<file path="config.mk">
export PLATFORM = sky130hd
export DESIGN_NAME = uart_tx_scheduler_flat
export DESIGN_NICKNAME = d
export VERILOG_FILES = /design/src/rtl/uart_tx_scheduler_if.sv /design/src/rtl/uart_tx_scheduler.sv /design/src/flat_wrapper.sv
export SDC_FILE = /design/constraint.sdc
export NUM_CORES = 1
export LEC_CHECK = 0
export CORE_MARGIN = 2
export CORE_UTILIZATION = 44
export CTS_CLUSTER_DIAMETER = 100
export DETAILED_ROUTE_END_ITERATION = 8
export PLACE_DENSITY = 0.92
export SETUP_SLACK_MARGIN = 0.15
export SLEW_MARGIN = 0
export SYNTH_ARGS = -nofsm -noshare
export SYNTH_HDL_FRONTEND = slang
export SYNTH_SLANG_ARGS = --single-unit
</file>
<file path="constraint.sdc">
create_clock -name clock -period 4.7 [get_ports clock]
set_input_delay 0.705 -clock clock [delete_from_list [all_inputs] [get_ports clock]]
set_output_delay 0.705 -clock clock [all_outputs]
set_load 0.01 [all_outputs]
</file>
<file path="src/rtl/uart_tx_scheduler_if.sv">
// Bundle between the round-robin UART scheduler, its requesters and the UART transmitter.
// master = scheduler side, slave = requesters/transmitter side.
interface uart_tx_scheduler_if #(
  parameter int NUM_REQ       = 4,
  parameter int BYTES_PER_MSG = 2
);
  logic [NUM_REQ-1:0]                 req_valid;
  logic [NUM_REQ*BYTES_PER_MSG*8-1:0] req_msg;
  logic [NUM_REQ-1:0]                 req_ready;
  logic                               tx_start;
  logic [7:0]                         tx_data;
  logic                               tx_busy;
  logic                               tx_done;
  logic                               busy;
  logic                               msg_done;
  logic [1:0]                         msg_id;
  logic                               msg_error;

  modport master (
    input  req_valid, req_msg, tx_busy, tx_done,
    output req_ready, tx_start, tx_data, busy, msg_done, msg_id, msg_error
  );

  modport slave (
    output req_valid, req_msg, tx_busy, tx_done,
    input  req_ready, tx_start, tx_data, busy, msg_done, msg_id, msg_error
  );
endinterface

</file>
<file path="src/rtl/uart_tx_scheduler.sv">
// Round-robin sharing of one UART transmitter between NUM_REQ message requesters.
// Optional per-byte completion timeout enabled by defining UART_SCHED_TIMEOUT_EN.
module uart_tx_scheduler #(
  parameter int NUM_REQ        = 4,
  parameter int BYTES_PER_MSG  = 2,
  parameter int TIMEOUT_CYCLES = 2048
) (
  input logic                 clock,
  input logic                 reset_n,
  uart_tx_scheduler_if.master bus
);
  localparam int         MSG_W     = BYTES_PER_MSG * 8;
  localparam logic [1:0] PTR_RESET = 2'(NUM_REQ - 1);
  localparam logic [1:0] LAST_BYTE = 2'(BYTES_PER_MSG - 1);

  typedef enum logic [1:0] {IDLE, START, WAIT, FINISH} state_t;

  state_t           state_reg, state_next;
  logic [1:0]       idx_reg, idx_next;
  logic [1:0]       last_grant_reg, last_grant_next;
  logic [1:0]       msg_id_reg, msg_id_next;
  logic [MSG_W-1:0] msg_reg, msg_next;
  logic             pending_reg, pending_next;
  logic             done_q_reg;
  logic             done_edge;

  logic [3:0]       ready_vec;
  logic             tx_start_c;
  logic             msg_done_c;

  // Padded to four entries so the 2-bit indices fit every legal parameter set.
  logic [3:0]       valid_pad;
  logic [MSG_W-1:0] msg_pad [4];
  logic [7:0]       byte_pad [4];

  genvar gi;
  generate
    for (gi = 0; gi < 4; gi++) begin : g_pad
      if (gi < NUM_REQ) begin : g_req
        assign valid_pad[gi] = bus.req_valid[gi];
        assign msg_pad[gi]   = bus.req_msg[gi*MSG_W +: MSG_W];
      end else begin : g_noreq
        assign valid_pad[gi] = 1'b0;
        assign msg_pad[gi]   = '0;
      end
      if (gi < BYTES_PER_MSG) begin : g_byte
        assign byte_pad[gi] = msg_reg[gi*8 +: 8];
      end else begin : g_nobyte
        assign byte_pad[gi] = 8'h00;
      end
    end
  endgenerate

  // First valid requester after the last one served, wrapping at NUM_REQ.
  logic       grant_found;
  logic [1:0] grant_idx;
  logic [2:0] cand;
  always_comb begin
    grant_found = 1'b0;
    grant_idx   = 2'd0;
    cand        = 3'd0;
    for (int k = 1; k <= NUM_REQ; k++) begin
      cand = {1'b0, last_grant_reg} + 3'(k);
      if (cand >= 3'(NUM_REQ)) cand = cand - 3'(NUM_REQ);
      if (!grant_found && valid_pad[cand[1:0]]) begin
        grant_found = 1'b1;
        grant_idx   = cand[1:0];
      end
    end
  end

  assign done_edge = bus.tx_done & ~done_q_reg;

`ifdef UART_SCHED_TIMEOUT_EN
  logic [15:0] cnt_reg, cnt_next;
  logic        timeout_hit;
  logic        msg_error_c;
  assign timeout_hit = (cnt_reg == 16'(TIMEOUT_CYCLES - 1));
`endif

  always_comb begin
    state_next      = state_reg;
    idx_next        = idx_reg;
    last_grant_next = last_grant_reg;
    msg_id_next     = msg_id_reg;
    msg_next        = msg_reg;
    pending_next    = pending_reg;
    ready_vec       = 4'b0000;
    tx_start_c      = 1'b0;
    msg_done_c      = 1'b0;
`ifdef UART_SCHED_TIMEOUT_EN
    msg_error_c     = 1'b0;
    cnt_next        = cnt_reg;
`endif
    case (state_reg)
      IDLE: begin
        pending_next = 1'b0;
        if (grant_found && !bus.tx_busy) begin
          ready_vec[grant_idx] = 1'b1;
          msg_next             = msg_pad[grant_idx];
          msg_id_next          = grant_idx;
          idx_next             = 2'd0;
          state_next           = START;
        end
      end
      START: begin
        tx_start_c   = 1'b1;
        pending_next = 1'b0;
`ifdef UART_SCHED_TIMEOUT_EN
        cnt_next     = 16'd0;
`endif
        state_next   = WAIT;
      end
      WAIT: begin
        // A completed byte is remembered while the transmitter still reports busy.
        if (done_edge || pending_reg) begin
          if (idx_reg == LAST_BYTE) begin
            state_next = FINISH;
          end else if (!bus.tx_busy) begin
            idx_next   = idx_reg + 2'd1;
            state_next = START;
          end else begin
            pending_next = 1'b1;
          end
        end
`ifdef UART_SCHED_TIMEOUT_EN
        else if (timeout_hit) begin
          msg_error_c     = 1'b1;
          last_grant_next = msg_id_reg;
          state_next      = IDLE;
        end else begin
          cnt_next = cnt_reg + 16'd1;
        end
`endif
      end
      FINISH: begin
        msg_done_c      = 1'b1;
        last_grant_next = msg_id_reg;
        state_next      = IDLE;
      end
      default: state_next = IDLE;
    endcase
  end

  always_ff @(posedge clock or negedge reset_n) begin
    if (!reset_n) begin
      state_reg      <= IDLE;
      idx_reg        <= 2'd0;
      last_grant_reg <= PTR_RESET;
      msg_id_reg     <= 2'd0;
      msg_reg        <= '0;
      pending_reg    <= 1'b0;
      done_q_reg     <= 1'b0;
`ifdef UART_SCHED_TIMEOUT_EN
      cnt_reg        <= 16'd0;
`endif
    end else begin
      state_reg      <= state_next;
      idx_reg        <= idx_next;
      last_grant_reg <= last_grant_next;
      msg_id_reg     <= msg_id_next;
      msg_reg        <= msg_next;
      pending_reg    <= pending_next;
      done_q_reg     <= bus.tx_done;
`ifdef UART_SCHED_TIMEOUT_EN
      cnt_reg        <= cnt_next;
`endif
    end
  end

  // req_ready is decoded from live inputs, so it is masked while reset is held.
  assign bus.req_ready = ready_vec[NUM_REQ-1:0] & {NUM_REQ{reset_n}};
  assign bus.tx_start  = tx_start_c;
  assign bus.tx_data   = byte_pad[LAST_BYTE - idx_reg];
  assign bus.busy      = (state_reg != IDLE);
  assign bus.msg_done  = msg_done_c;
  assign bus.msg_id    = msg_id_reg;
`ifdef UART_SCHED_TIMEOUT_EN
  assign bus.msg_error = msg_error_c;
`else
  assign bus.msg_error = 1'b0;
`endif
endmodule

</file>
<file path="src/flat_wrapper.sv">
// flat-port wrapper written by rule: the top's interface ports become plain ports
module uart_tx_scheduler_flat 
#(
  parameter int NUM_REQ        = 4,
  parameter int BYTES_PER_MSG  = 2,
  parameter int TIMEOUT_CYCLES = 2048
)
  (clock, reset_n, bus_req_valid, bus_req_msg, bus_tx_busy, bus_tx_done, bus_req_ready, bus_tx_start, bus_tx_data, bus_busy, bus_msg_done, bus_msg_id, bus_msg_error);
  uart_tx_scheduler_if #(.NUM_REQ(NUM_REQ), .BYTES_PER_MSG(BYTES_PER_MSG)) bus_i ();
  input logic clock;
  input logic reset_n;
  input wire logic [$bits(bus_i.req_valid)-1:0] bus_req_valid;
  input wire logic [$bits(bus_i.req_msg)-1:0] bus_req_msg;
  input wire logic [$bits(bus_i.tx_busy)-1:0] bus_tx_busy;
  input wire logic [$bits(bus_i.tx_done)-1:0] bus_tx_done;
  output wire logic [$bits(bus_i.req_ready)-1:0] bus_req_ready;
  output wire logic [$bits(bus_i.tx_start)-1:0] bus_tx_start;
  output wire logic [$bits(bus_i.tx_data)-1:0] bus_tx_data;
  output wire logic [$bits(bus_i.busy)-1:0] bus_busy;
  output wire logic [$bits(bus_i.msg_done)-1:0] bus_msg_done;
  output wire logic [$bits(bus_i.msg_id)-1:0] bus_msg_id;
  output wire logic [$bits(bus_i.msg_error)-1:0] bus_msg_error;
  assign bus_i.req_valid = bus_req_valid;
  assign bus_i.req_msg = bus_req_msg;
  assign bus_i.tx_busy = bus_tx_busy;
  assign bus_i.tx_done = bus_tx_done;
  assign bus_req_ready = bus_i.req_ready;
  assign bus_tx_start = bus_i.tx_start;
  assign bus_tx_data = bus_i.tx_data;
  assign bus_busy = bus_i.busy;
  assign bus_msg_done = bus_i.msg_done;
  assign bus_msg_id = bus_i.msg_id;
  assign bus_msg_error = bus_i.msg_error;
  uart_tx_scheduler #(.NUM_REQ(NUM_REQ), .BYTES_PER_MSG(BYTES_PER_MSG), .TIMEOUT_CYCLES(TIMEOUT_CYCLES)) u_core (.clock(clock), .reset_n(reset_n), .bus(bus_i));
endmodule
</file>
==> impl_metrics.toml, run 1 <==
[route]
met2_wirelength_um = 2900
wl_per_cell_um = 16.0
dr.pass1.iters = 4
drc = 0
vias = 1939
drtAntennaViolNets = 0
dr_wl_met3_um = 278
vias_per_cell = 5.62
highest_layer = "met4"
drt_iter0_drc = 142
drt_wl_total_um = 5510
wl_met1_um = 2260

[setup_path]
crit_fanout = 18
crit_type = "in -> out"
cp-startpoint = "bus_req_valid[1]"
rrSetupSlack_ns = 2.24
crit_top_cell = "clkdlybuf4s50_1"
r2r-start = "u_core.state_reg[1]$_DFFE_PN0P_"
cp_top_family = "simple AND/OR/NAND/NOR gates"
path_cells = "clkdlybuf4s50_1 > nor4_1 > nor3_2 > nand2_1 > nor3_1 > clkdlybuf4s50_1"
worst_setup_path_start_kind = "input pin"
crit_required_ns = 3.99
reg2reg_depth = 5
endpoint_kind = "output pin"
crit_end = "bus_req_ready[2]"
timing.rr.end = "u_core.msg_reg[8]$_DFFE_PN0P_"
slowest_stage = "nor3_2"
max_stage_delay_ns = 0.82
crit_cells = 6
arrival_ns = 3.27
worstPathBufferInverterCount = 2

[placement]
dp_hpwl_um = 4320
dp.cells = 341
place.gp.congestion = 0.805
port_buffers = 88

[layout]
diodes = 0
nets = 369
drive_gt1_frac = 0.102
final_common_cell = "clkdlybuf4s50_1"
fin_cells = 345
largest_reg_flops = 16
syn_to_final_growth_pct = 51.2
mostFrequentLayoutCells = "clkdlybuf4s50_1, nor2_1, nand2_1, mux2i_1, dfrtp_1"
utilization = 0.699
multi_input_area_sq_um = 1130
seqCellArea_sq_um = 653
fillCellCount = 309

[synthesis]
seq_area_frac_synth = 0.348
synth_seq_cells = 26
synth_area_leaders = "dfrtp_1, mux2i_1, a211oi_1"
synth_edf_count = 0
synth-main-ff-cell = "dfrtp_1"
yosys.area.top_type = "dfrtp_1"
syn-num-nets = 287
synth.avg_cell_area_sq_um = 8.76
synthesis.area_sq_um = 1880
yosysTopAreaCellShare = 0.320
yosys_warnings = 0
syn_inst = 214
synthArstFlopShare = 1.00
yosysUniqueCellTypes = 36

[sta]
finalSetupViolations = 0
hold_violations = 0
rsz0062_at_grt = "false"
maxSlewViolCount = 0
period_share = 0.845
clock_skew_ns = 0.00357
fmax_ghz = 0.252
max_slew_margin = 0.286
worst_slew_pin_slew_ns = 1.06
fin_crit_ns = 3.97
fin_tns_setup_ns = 0

[clock_tree]
cts-root-buf = "clkbuf_8"
cts_made_buffers = 3
clkTransAtPathRegs_ns = 0.09
cts_sinks = 26
hold_buffers = 0
htree_levels = 1
clk_latency_ns = 0.27
cts_resized = 0
clockBufferDepth = 2
cts_tree = "built"
postCtsSetupBuffers = 0

[flow_run]
cap_viol_max_count = 0

[global_routing]
grt_pass1_vias = 1876
grt_max_degree = 28
overflow = 0
grt_pass1_wl_um = 9000
antenna_found_initial = 0
grt_use_total = 0.230

[pwr]
sw_frac_of_total = 0.398
pwr-share-seq = 0.309
power_frac_clock = 0.128
combPwrFrac = 0.563
peakVddDrop_uv = 227
p_leak_uw = 0.00114
netSwitchingPower_uw = 571
p_int_uw = 863
powerDensity_nw_per_um2 = 506

[die]
dieArea_sq_um = 4800
io_pins = 90
die_h_um = 69.3
rows = 23
initial_core_util = 0.462
core-area_sq_um = 4060
fp.dieW_um = 69.3

[outcome]
status = "complete, no violations"

[worst_hold_path]
hold_path_class = "reg -> reg"
layer usage:
metal	up-vias	GRT usage
met4	0	0.0763
met5	-	0
met2	75	0.396
met3	8	0.0247
met1	922	0.301
li1	934	-
how the worst min path moves through the flow:
stage,startpoint,end,slack [ns],cells after the start
6_report,u_core.bus.msg_id[1]$_DFFE_PN0P_,u_core.bus.msg_id[1]$_DFFE_PN0P_,0.51,2
5_1_grt,u_core.bus.msg_id[1]$_DFFE_PN0P_,u_core.bus.msg_id[1]$_DFFE_PN0P_,0.55,2
4_1_cts,u_core.bus.msg_id[1]$_DFFE_PN0P_,u_core.bus.msg_id[1]$_DFFE_PN0P_,0.51,2
3_5_place_dp,u_core.bus.msg_id[1]$_DFFE_PN0P_,u_core.bus.msg_id[1]$_DFFE_PN0P_,0.49,2
3_3_place_gp,u_core.bus.msg_id[0]$_DFFE_PN0P_,u_core.bus.msg_id[0]$_DFFE_PN0P_,0.49,2
2_1_floorplan,reset_n,u_core.bus.msg_id[0]$_DFFE_PN0P_,0.41,0
metrics by stage:
step / hold slack, ns / worst slack, ns / area (sq um) / power (uW)
2_1_floorplan: 0.409 / 2.00 / 1880 / 907
3_3_place_gp: 0.490 / 0.833 / 2760 / 1210
3_5_place_dp: 0.488 / 0.763 / 2760 / 1240
4_1_cts: 0.510 / 0.720 / 2840 / 1430
5_1_grt: 0.553 / 0.520 / 2840 / 1530
6_report: 0.509 / 0.727 / 2840 / 1430
layout make-up:
class,instances,area share
Tap cell,50,0.0221
Clock inverter,1,0.0106
Clock buffer,3,0.0146
Inverter,3,0.00397
Multi-Input combinational cell,170,0.397
Sequential cell,26,0.230
Timing Repair Buffer,92,0.321
cell families after synthesis:
| group | count (synthesis) | share of synthesized area |
|---|---|---|
| muxes | 28 | 0.152 |
| buffers and inverters | 18 | 0.0540 |
| adders and majority gates | 1 | 0.00667 |
| DFF | 26 | 0.348 |
| other | 1 | 0.00200 |
| and+or+nand+nor | 93 | 0.228 |
| AOI/OAI and AO/OA | 47 | 0.209 |
worst reg2reg max path: cells and delay by family (launching register included):
kind / cells / cell delay, ns
simple gates: 2 / 0.71
compound gates: 3 / 1.11
flops: 1 / 0.48
power by group through the flow:
stage / clock, uW / sequential (uW) / combinational (uW)
after detailed placement: 0 / 443 / 800
final: 184 / 443 / 807
after global routing: 195 / 456 / 878
after floorplan: 0 / 390 / 517
after global placement: 0 / 432 / 776
after CTS: 184 / 440 / 808
cell usage after synthesis (2+ instances only):
cell and instances:
buf_2 3, nand2_1 24, nor2b_1 2, a211oi_1 22, clkbuf_1 7, dfstp_2 2, a211oi_2 9, a21oi_1 3
dfrtp_1 24, nor3_1 24, o21ai_0 5, buf_4 3, mux2i_1 24, inv_1 3, nor2_1 31, nand2b_1 4
mux2_2 4, a211o_1 2
Power figures use the tool's default switching activity.
==> run 2, diff against run 1 <==
--- a/config.mk
+++ b/config.mk
@@ -6,10 +6,10 @@
 export NUM_CORES = 1
 export LEC_CHECK = 0
 export CORE_MARGIN = 2
-export CORE_UTILIZATION = 44
+export CORE_UTILIZATION = 37
 export CTS_CLUSTER_DIAMETER = 100
 export DETAILED_ROUTE_END_ITERATION = 8
-export PLACE_DENSITY = 0.92
+export PLACE_DENSITY = 0.83
 export SETUP_SLACK_MARGIN = 0.15
 export SLEW_MARGIN = 0
 export SYNTH_ARGS = -nofsm -noshare
==> constraint.sdc (replaced) <==
create_clock -name clock -period 3.25 [get_ports clock]
set_input_delay 0.4875 -clock clock [delete_from_list [all_inputs] [get_ports clock]]
set_output_delay 0.4875 -clock clock [all_outputs]
set_load 0.01 [all_outputs]
==> run 2 against run 1 <==
Core utilization is 10 points lower. Critical path type unchanged. Critical endpoint unchanged. Clock skew is 0.0031 ns higher. Global-route usage is 1.8 points lower. Setup slack worse by 0.43 ns. Register-to-register slack worse by 1.4 ns. Critical path depth stayed put. Wire length is 0.76% higher. Clock power hardly changed.
==> impl_metrics.toml, run 2 (same netlist as run 1, synthesis figures left out) <==
[clock_tree]
clkTransAtPathRegs_ns = 0.08
hold_buffers = 0
cts_tree = "built"
htree_levels = 1
cts_made_buffers = 3
cts-root-buf = "clkbuf_8"
clk_latency_ns = 0.27
cts_sinks = 26
clockBufferDepth = 2

[pwr]
peakVddDrop_uv = 400
power_uw = 1990
p_leak_uw = 0.00115
powerDensity_nw_per_um2 = 695

[setup_path]
reg2reg_depth = 7
crit_required_ns = 2.76
rrSetupSlack_ns = 0.88
crit_type = "in -> out"
worst_setup_path_start_kind = "input pin"
arrival_ns = 2.47
crit_end = "bus_req_ready[2]"
endpoint_kind = "output pin"
crit_fanout = 6
timing.rr.end = "u_core.msg_reg[3]$_DFFE_PN0P_"
cp-startpoint = "bus_req_valid[0]"
r2r-start = "u_core.last_grant_reg[1]$_DFFE_PN1P_"

[global_routing]
grt_pass1_wl_um = 8990
grt_max_degree = 27
antenna_found_initial = 0
overflow = 0
grt_use_total = 0.212
grt_pass1_vias = 1889

[route]
drc = 0
vias_per_cell = 5.13
dr.pass1.iters = 4
vias = 1871
drt_wl_total_um = 5550
drt_iter0_drc = 136
drtAntennaViolNets = 0
wl_per_cell_um = 15.2

[flow_run]
cap_viol_max_count = 0

[sta]
hold_ws_ns = 0.527
finalSetupViolations = 0
hold_violations = 0
fin_tns_setup_ns = 0
worst_slew_pin_slew_ns = 1.11
maxSlewViolCount = 0
rsz0062_at_grt = "false"
period_share = 0.909
fin_crit_ns = 2.95
max_slew_margin = 0.259
clock_skew_ns = 0.00671
fmax_ghz = 0.338

[placement]
place.gp.congestion = 0.791
dp.cells = 361
dp_hpwl_um = 4350
port_buffers = 88
place_area_sq_um = 2810

[die]
initial_core_util = 0.389
rows = 25
core-area_sq_um = 4820
fp.dieW_um = 75.2
die_h_um = 75.2
dieArea_sq_um = 5650
io_pins = 90

[layout]
mostFrequentLayoutCells = "clkdlybuf4s50_1, nor2_1, nand2_1, mux2i_1, dfrtp_1"
largest_reg_flops = 16
fin_cells = 365
diodes = 0
final_common_cell = "clkdlybuf4s50_1"
drive_gt1_frac = 0.111
syn_to_final_growth_pct = 52.6
design_area_sq_um = 2860
nets = 372

[outcome]
status = "complete, no violations"

[worst_hold_path]
hold_path_class = "reg -> reg"
## run 2: cell type report
cell class	instances	area, sq um
fillers	446	1960
multi-input cells	170	1130
repair buffers	95	936
flip-flops and latches	26	653
well taps	67	83.8
clock buffers	4	45.0
inverters	3	11.3
## run 2: worst min path at each step
stage,from,to,slack [ns],cells after the start
after floorplan,reset_n,u_core.bus.msg_id[0]$_DFFE_PN0P_,0.19,0
after global placement,u_core.bus.msg_id[0]$_DFFE_PN0P_,u_core.bus.msg_id[0]$_DFFE_PN0P_,0.48,2
after detailed placement,u_core.bus.msg_id[1]$_DFFE_PN0P_,u_core.bus.msg_id[1]$_DFFE_PN0P_,0.51,2
after CTS,u_core.bus.msg_id[1]$_DFFE_PN0P_,u_core.bus.msg_id[1]$_DFFE_PN0P_,0.52,2
after global routing,u_core.bus.msg_id[1]$_DFFE_PN0P_,u_core.bus.msg_id[1]$_DFFE_PN0P_,0.57,2
final,u_core.bus.msg_id[1]$_DFFE_PN0P_,u_core.bus.msg_id[1]$_DFFE_PN0P_,0.53,2
## run 2: critical path, cell delays in order
cell	delay, ns
clkdlybuf4s50_1	0.56
a21bo_2	0.17
a21oi_2	0.07
or3_1	0.41
nor3_1	0.21
clkdlybuf4s50_1	0.56
## run 2: layer usage
metal | routed length (um) | GRT usage | vias to the layer above
met5 | 0 | 0 | -
met4 | 133 | 0.0838 | 0
met3 | 262 | 0.0201 | 10
met2 | 2710 | 0.352 | 62
met1 | 2450 | 0.286 | 853
li1 | - | - | 946
## run 2: what timing repair did
action,CTS,global route
endpoints found under the hold margin,0,0
endpoints found under the setup margin,0,4
setup buffers,0,0
resized for setup,0,3
## run 2: report_power, final
group / total [uW] / internal [uW] / leakage [uW] / switching, uW
Sequential: 630 / 484 / 0.000298 / 146
Clock: 184 / 87.6 / 0.0000228 / 96.6
Combinational: 1170 / 613 / 0.000833 / 561
Total: 1990 / 1180 / 0.00115 / 804
## run 2: per-stage QoR
stage	worst slack [ns]	utilization
6_report	0.295	0.594
5_1_grt	0.160	0.594
4_1_cts	0.291	0.592
3_5_place_dp	0.305	0.583
3_3_place_gp	0.365	0.583
2_1_floorplan	0.848	-
==> run 3, diff against run 2 <==
--- a/config.mk
+++ b/config.mk
@@ -9,7 +9,9 @@
 export CORE_UTILIZATION = 37
 export CTS_CLUSTER_DIAMETER = 100
 export DETAILED_ROUTE_END_ITERATION = 8
+export GPL_TIMING_DRIVEN = 0
 export PLACE_DENSITY = 0.83
+export RECOVER_POWER = 100
 export SETUP_SLACK_MARGIN = 0.15
 export SLEW_MARGIN = 0
 export SYNTH_ARGS = -nofsm -noshare
==> run 3 against run 2 <==
Worst hold slack lost 0.31 ns. Sequential power fell by 7.6%. Cell count grew 2.2%. Critical path type unchanged. Largest cell class unchanged.
==> impl_metrics.toml, run 3 (same netlist as run 1, synthesis figures left out) <==
[sta]
worst_slack_ns = 0.193
rsz0062_at_grt = "true"
period_share = 0.941
clock_skew_ns = 0.00534
maxSlewViolCount = 0
hold_violations = 0
fin_tns_setup_ns = 0
max_slew_margin = 0.550
fin_crit_ns = 3.06
finalSetupViolations = 0
fmax_ghz = 0.327
worst_slew_pin_slew_ns = 0.669

[clock_tree]
htree_levels = 1
clk_latency_ns = 0.28
cts_tree = "built"
clkTransAtPathRegs_ns = 0.10
cts-root-buf = "clkbuf_8"
clockBufferDepth = 2
cts_sinks = 26
cts_made_buffers = 3

[layout]
largest_reg_flops = 16
fillCellCount = 448
seqCellArea_sq_um = 653
mostFrequentLayoutCells = "clkdlybuf4s50_1, a211oi_1, nor2_1"
nets = 380
multi_input_area_sq_um = 1070
final_common_cell = "clkdlybuf4s50_1"
syn_to_final_growth_pct = 51.8
utilization = 0.591
drive_gt1_frac = 0.0850
diodes = 0

[setup_path]
crit_fanout = 10
max_stage_delay_ns = 0.47
arrival_ns = 2.57
cp_top_family = "buffers and inverters"
crit_type = "in -> out"
worst_setup_path_start_kind = "input pin"
endpoint_kind = "output pin"
worstPathBufferInverterCount = 4
crit_required_ns = 2.76
slowest_stage = "clkdlybuf4s50_1"
path_cells = "clkdlybuf4s50_1 > a21bo_2 > a21oi_2 > or3_1 > buf_2 > buf_4 > nor3_2 > clkdlybuf4s25_1"
rrSetupSlack_ns = 0.68

[die]
die_h_um = 75.2
dieArea_sq_um = 5650
initial_core_util = 0.389
fp.dieW_um = 75.2
core-area_sq_um = 4820
io_pins = 90
rows = 25

[route]
drt_iter0_drc = 92
drt_wl_total_um = 5550
vias_per_cell = 5.18
drc = 0
drtAntennaViolNets = 0
vias = 1931
dr.pass1.iters = 4
wl_per_cell_um = 14.9

[placement]
pre_cts_slack_ns = -0.237
dp_hpwl_um = 4560
port_buffers = 88
place.gp.congestion = 0.822

[global_routing]
grt_pass1_vias = 1874
grt_use_total = 0.209
overflow = 0
grt_pass1_wl_um = 8920
antenna_found_initial = 0
grt_max_degree = 28

[pwr]
powerDensity_nw_per_um2 = 707
peakVddDrop_uv = 296
p_leak_uw = 0.00118

[worst_hold_path]
hold_path_class = "in -> async"

[flow_run]
cap_viol_max_count = 0

[outcome]
status = "complete, no violations"
## run 3: stage by stage
stage                     hold WS (ns)  cell area, sq um  instances  total power, uW
after floorplan                  0.192              1880        214             1310
after global placement           0.513              2840        369             1800
after detailed placement         0.503              2840        369             1830
after CTS                        0.522              2910        372             2090
after global routing             0.274              2850        373             2160
final                            0.213              2850        373             2010
## run 3: worst paths after layout
kind	startpoint	to	depth (start not counted)
worst min register to register	u_core.bus.msg_id[0]$_DFFE_PN0P_	u_core.bus.msg_id[0]$_DFFE_PN0P_	2
worst min-delay path	reset_n	u_core.msg_reg[0]$_DFFE_PN0P_	1
worst max-delay path	bus_req_valid[3]	bus_req_ready[0]	8
max in group asynchronous	reset_n	u_core.msg_reg[15]$_DFFE_PN0P_	1
min in group clock	u_core.bus.msg_id[0]$_DFFE_PN0P_	u_core.bus.msg_id[0]$_DFFE_PN0P_	2
worst max register to register	u_core.state_reg[1]$_DFFE_PN0P_	u_core.msg_reg[0]$_DFFE_PN0P_	7
## run 3: repair_timing
item	in CTS	in global routing
gates resized for setup	7	8
hold endpoints to repair	0	0
setup buffers	0	1
hold buffers	0	0
pin swaps	0	1
setup endpoints to repair	4	4
## run 3: where the power goes
group | internal [uW] | switching (uW)
clock | 165 | 112
sequential | 483 | 99.5
combinational | 565 | 587
## run 3: final cells by class
class	instances	share of cell area
Clock buffer	3	0.0145
Tap cell	67	0.0295
Inverter	3	0.00396
Sequential cell	26	0.229
Multi-Input combinational cell	170	0.378
Buffer	14	0.0259
Timing Repair Buffer	89	0.309
Clock inverter	1	0.0105
## run 3: metal layers
layer,share of wire,GRT usage,up-vias
li1,-,-,967
met1,0.47,0.287,895
met2,0.47,0.348,57
met3,0.036,0.0161,12
met4,0.025,0.0741,0
met5,0,0,-
